==> config.mk <==
export PLATFORM = sky130hd
export DESIGN_NAME = dz_scan
export DESIGN_NICKNAME = d
export VERILOG_FILES = /design/src/rtl/dz_scan.sv
export SDC_FILE = /design/constraint.sdc
export NUM_CORES = 1
export LEC_CHECK = 0
export ABC_CLOCK_PERIOD_IN_PS = 7100
export BUFFER_PORTS_ARGS = -buffer_cell sky130_fd_sc_hd__buf_2
export CORE_MARGIN = 2
export CORE_UTILIZATION = 65
export DETAILED_ROUTE_END_ITERATION = 8
export MAX_ROUTING_LAYER = met4
export PLACE_DENSITY = 0.92
export SYNTH_ARGS = -nofsm -noshare
export SYNTH_HDL_FRONTEND = slang
export SYNTH_SLANG_ARGS = --single-unit
==> constraint.sdc <==
create_clock -name clk -period 7.1 [get_ports clk]
set_input_delay 0.355 -clock clk [delete_from_list [all_inputs] [get_ports clk]]
set_output_delay 0.355 -clock clk [all_outputs]
set_load 0.01 [all_outputs]
==> src/rtl/dz_scan.sv <==
// Bicolour 8x8 LED matrix scanner: one row per SCAN_DIV cycles, image/colour/blink latched per frame.
// Outputs are registered (1-cycle latency); no backpressure, the scan free-runs.
module dz_scan #(
  parameter int SCAN_DIV     = 1000,
  parameter int BLINK_FRAMES = 32
) (
  input  logic       clk,
  input  logic       dst,
  input  logic [3:0] num,
  input  logic       fail,
  input  logic       blink,
  output logic [7:0] row,
  output logic [7:0] colg,
  output logic [7:0] colr,
  output logic       frame_done
);

  logic [15:0] div_q, div_d;
  logic [2:0]  ridx_q, ridx_d;
  logic [7:0]  frm_q, frm_d;
  logic        ph_q, ph_d;
  logic [3:0]  num_q, num_d;
  logic        fail_q, fail_d;
  logic        blink_q, blink_d;
  logic [7:0]  row_q, row_d, colg_q, colg_d, colr_q, colr_d;
  logic        fd_q, fd_d;
  logic        tc, bnd;
  logic [7:0]  pat;

  // Row 0 is the top byte of each image; bit 7 is the leftmost column.
  function automatic logic [7:0] rom_row(input logic [3:0] n, input logic [2:0] r);
    logic [63:0] img;
    case (n)
      4'd0:    img = 64'h3C42A581A599423C;
      4'd1:    img = 64'h3C42A58199A5423C;
      4'd2:    img = 64'h66FFFFFF7E3C1800;
      4'd3:    img = 64'h8142241818244281;
      4'd4:    img = 64'h0001020488502000;
      4'd5:    img = 64'h183C7E1818181818;
      4'd6:    img = 64'h18181818187E3C18;
      4'd7:    img = 64'h3C7EDBFFFF7E5A00;
      4'd8:    img = 64'h3C7EDBFFFFFFFFA5;
      4'd9:    img = 64'h183C7EDBFF245AA5;
      4'd10:   img = 64'h183C7EFFFF7E3C18;
      4'd11:   img = 64'h181818FFFF181818;
      4'd12:   img = 64'hFF818181818181FF;
      4'd13:   img = 64'hAA55AA55AA55AA55;
      4'd14:   img = 64'hFFFFFFFFFFFFFFFF;
      default: img = 64'h0000000000000000;
    endcase
    return img[{~r, 3'b000} +: 8];
  endfunction

  assign tc  = (div_q == 16'(SCAN_DIV - 1));
  assign bnd = tc && (ridx_q == 3'd7);

  always_comb begin
    div_d   = tc ? 16'd0 : div_q + 16'd1;
    ridx_d  = tc ? ridx_q + 3'd1 : ridx_q;
    frm_d   = frm_q;
    ph_d    = ph_q;
    num_d   = num_q;
    fail_d  = fail_q;
    blink_d = blink_q;
    // Shadow inputs only at the frame boundary so a frame never tears.
    if (bnd) begin
      num_d   = num;
      fail_d  = fail;
      blink_d = blink;
      if (frm_q == 8'(BLINK_FRAMES - 1)) begin
        frm_d = 8'd0;
        ph_d  = ~ph_q;
      end else begin
        frm_d = frm_q + 8'd1;
      end
    end

    pat = rom_row(num_q, ridx_q);
    if (blink_q && !ph_q) pat = 8'h00;
    row_d  = ~(8'd1 << ridx_q);
    colg_d = fail_q ? pat : 8'h00;
    colr_d = fail_q ? 8'h00 : pat;
    fd_d   = (div_q == 16'd0) && (ridx_q == 3'd0);
  end

  always_ff @(posedge clk or posedge dst) begin
    if (dst) begin
      div_q   <= 16'd0;
      ridx_q  <= 3'd0;
      frm_q   <= 8'd0;
      ph_q    <= 1'b1;
      num_q   <= 4'd15;
      fail_q  <= 1'b0;
      blink_q <= 1'b0;
      row_q   <= 8'hFF;
      colg_q  <= 8'h00;
      colr_q  <= 8'h00;
      fd_q    <= 1'b0;
    end else begin
      div_q   <= div_d;
      ridx_q  <= ridx_d;
      frm_q   <= frm_d;
      ph_q    <= ph_d;
      num_q   <= num_d;
      fail_q  <= fail_d;
      blink_q <= blink_d;
      row_q   <= row_d;
      colg_q  <= colg_d;
      colr_q  <= colr_d;
      fd_q    <= fd_d;
    end
  end

  assign row        = row_q;
  assign colg       = colg_q;
  assign colr       = colr_q;
  assign frame_done = fd_q;

endmodule

==> reports/summary.json <==
{
  "sta": {
    "worst_hold_slack_ns": 0.213,
    "finalSetupViolCount": 0,
    "slew_headroom": 0.382,
    "grt_setup_unrepaired": "false",
    "achievable-frequency_ghz": 0.358,
    "final.setup.tns_ns": 0,
    "final_max_slew_viol_count": 0,
    "tightestPinTransition_ns": 0.927,
    "period_share": 0.393,
    "finalCriticalPeriod_ns": 2.79,
    "hold_viol_final": 0,
    "final_skew_ns": 0.0113
  },
  "yosys": {
    "synth.top_cells.by_count": "dfrtp_1, nand2_1, nor2_1",
    "synthTopCellsByArea": "dfrtp_1, dfstp_2, ha_1",
    "synth.ff_latch_count": 59,
    "synthDominantCellAreaShare": 0.305,
    "ys_seq_area_frac": 0.395,
    "syn-instance-count": 422,
    "synth.avg_cell_area_um2": 8.96,
    "asyncSetResetFlopFracSynth": 1.00,
    "yosysWarningCount": 0,
    "syn_area_um2": 3780,
    "synth_edf_count": 0,
    "most_repeated_cell_in_the_gate_level_netlist_after_synthesis": "dfrtp_1",
    "number_of_distinct_standard_cells_referenced_by_the_synthesized_netlist": 64,
    "synth_top_flop_cell": "dfrtp_1",
    "synth_fp_nets": 446,
    "synth_top_area_cell": "dfrtp_1"
  },
  "power": {
    "pwr-share-comb": 0.013,
    "report.power.total_mw": 0.648,
    "power_frac_seq": 0.519,
    "clock_power_share": 0.468,
    "irDropWorstVdd_mv": 0.139,
    "total_leakage_power_nw": 1.79,
    "power.switching_fraction": 0.215,
    "power.switching_mw": 0.139,
    "internal_power_component_mw": 0.509,
    "power.density_nw_per_um2": 158
  },
  "clock_tree": {
    "tritoncts": "built",
    "clock_latency_ns": 0.34,
    "clk_pin_slew_worst_setup_hold_paths_ns": 0.08,
    "ctsHoldBuffers": 0,
    "tritoncts_num_sinks": 59,
    "post-cts-setup-buffers": 0,
    "cts_repair_resize_count": 0,
    "cts-htree-levels": 3,
    "cts_inserted_buffers": 9,
    "clockRootBuffer": "clkbuf_8",
    "buffer_depth_of_the_longest_clock_path": 2
  },
  "critical_path": {
    "timing_worst_setup_path_type": "flip-flop to flip-flop",
    "endpoint_kind": "flip-flop",
    "rr_startpoint": "num_q[0]",
    "critPathArrivalTime_ns": 3.00,
    "setup.worst_path.start_class": "flip-flop",
    "crit_path_max_fanout": 19,
    "worst_path_max_delay_cell": "dfstp_2",
    "cp_data_required_time_ns": 7.30,
    "cp_slowest_stage_delay_ns": 0.76,
    "ordered_cell_list_for_the_critical_path": "inv_1, ha_1, and3b_1, a21oi_1, mux4_2, a22oi_1, nor2_1",
    "crit_path_start": "num_q[0]"
  },
  "global_route": {
    "grt_pass1_wl_um": 14900,
    "grt_start_max_net_pins": 60,
    "antenna_found_initial": 0,
    "via_count_of_the_first_global_routing_pass": 3066,
    "global_route.overflow_total": 0,
    "grt_usage": 0.310
  },
  "floorplan": {
    "pin_count": 33,
    "die-area_um2": 6440,
    "starting_density_of_the_core": 0.678,
    "fp.coreArea_um2": 5570,
    "die_w_um": 80.3,
    "rows": 27,
    "die_height_um": 80.3
  },
  "route": {
    "route.detailed.wl_per_inst_um": 17.7,
    "drtIter0Drc": 474,
    "overall_routed_net_length_um": 9040,
    "drcViolationCount": 0,
    "detailedRoute.firstPassIterationCount": 5,
    "antenna_violation_net_count_after_detailed_routing": 0,
    "vias_per_cell": 6.62,
    "routed-via-count": 3378
  },
  "finish": {
    "num_antenna_cells": 0,
    "area_delta_synth_final_pct": 8.57,
    "fillCellCount": 406,
    "count_of_placed_standard_cells_in_the_final_layout_fillers_left_out": 510,
    "layout-drive-gt1-share": 0.185,
    "nNetsFinal": 457
  },
  "job": {
    "max_cap_viol_count": 0
  },
  "placed_design": {
    "port-buffer-count": 32,
    "dpl.cell_count": 494,
    "routabilityCongestion": 1.00,
    "place.detailed.hpwl_um": 6040
  },
  "worst_hold_path": {
    "hold_path_class": "input port to asynchronous set/reset pin"
  },
  "run_status": {
    "outcome": "completed"
  }
}
## final cells by class
| cell class | count | area (um^2) | share of cell area |
|---|---|---|---|
| sequential | 59 | 1490 | 0.364 |
| tap | 72 | 90.1 | 0.0220 |
| multi-input combinational | 312 | 2090 | 0.509 |
| clock inverter | 5 | 53.8 | 0.0131 |
| clock buffer | 11 | 141 | 0.0345 |
| timing repair buffer | 34 | 175 | 0.0427 |
| inverter | 17 | 63.8 | 0.0155 |
## registers in the layout (all words and copies together) (netlist names), 3 cells and up
register  count
colg          8
ridx_q        3
colr          8
row           8
num_q         4
frm_q         8
div_q        16
## through the flow
step	cell area [um^2]	setup WS [ns]	util
global placement	3910	4.47	0.701
detailed placement	3910	4.38	0.701
CTS	4100	4.36	0.736
floorplan	3780	4.52	-
finish	4100	4.31	0.736
global route	4100	4.18	0.736
## worst paths after layout
kind                       slack, ns  endpoint  cells past startpoint
max                             4.31   colg[1]                      7
min                             0.21  frm_q[2]                      3
max reg2reg                     4.31   colg[1]                      7
min reg2reg                     0.48   blink_q                      2
max in group asynchronous       6.42   colr[6]                      3
min in group clk                0.23  num_q[1]                      3
## kinds of logic (layout without fill, tap and decap cells)
group,count (synthesis),after routing,share of synthesized area
adders and majority gates,16,16,0.0530
xor gates and xnor gates,20,20,0.0463
muxes,7,7,0.0255
DFF,59,59,0.395
buffers and inverters,51,67,0.0530
and+or+nand+nor,163,163,0.227
AOI/OAI and AO/OA,106,106,0.200
## power groups by stage
stage | sequential (mW) | combinational (mW) | clock, mW
floorplan | 0.342 | 0.00488 | 0
global placement | 0.342 | 0.00861 | 0
detailed placement | 0.342 | 0.00890 | 0
CTS | 0.336 | 0.00890 | 0.305
global route | 0.336 | 0.0100 | 0.321
finish | 0.336 | 0.00842 | 0.303
## cells in the final DEF, fill, tap and decap left out, types with 8 or more instances in the layout
master,instances
a211oi_1,9
o21ai_0,19
dfstp_2,13
ha_1,16
nand3_1,21
a21oi_1,17
buf_2,32
xor2_1,9
nand4_1,8
nand2_1,38
nand2b_1,13
inv_1,16
xnor2_1,11
clkbuf_8,10
dfrtp_1,46
a31oi_1,9
nor2_1,35
## critical path: cells and delay by family, from the launching register on
family                     cells  cell delay (ns)
AOI/OAI and AO/OA              2             0.36
adders and majority gates      1             0.45
buffers and inverters          1             0.19
DFF                            1             0.76
muxes                          1             0.48
and+or+nand+nor                2             0.43
## layer usage
metal	GRT usage	part of all wire
met2	0.457	0.45
met3	0.0674	0.11
met5	-	0
met1	0.426	0.42
met4	0.108	0.021
(Power assumes the default switching activity.)
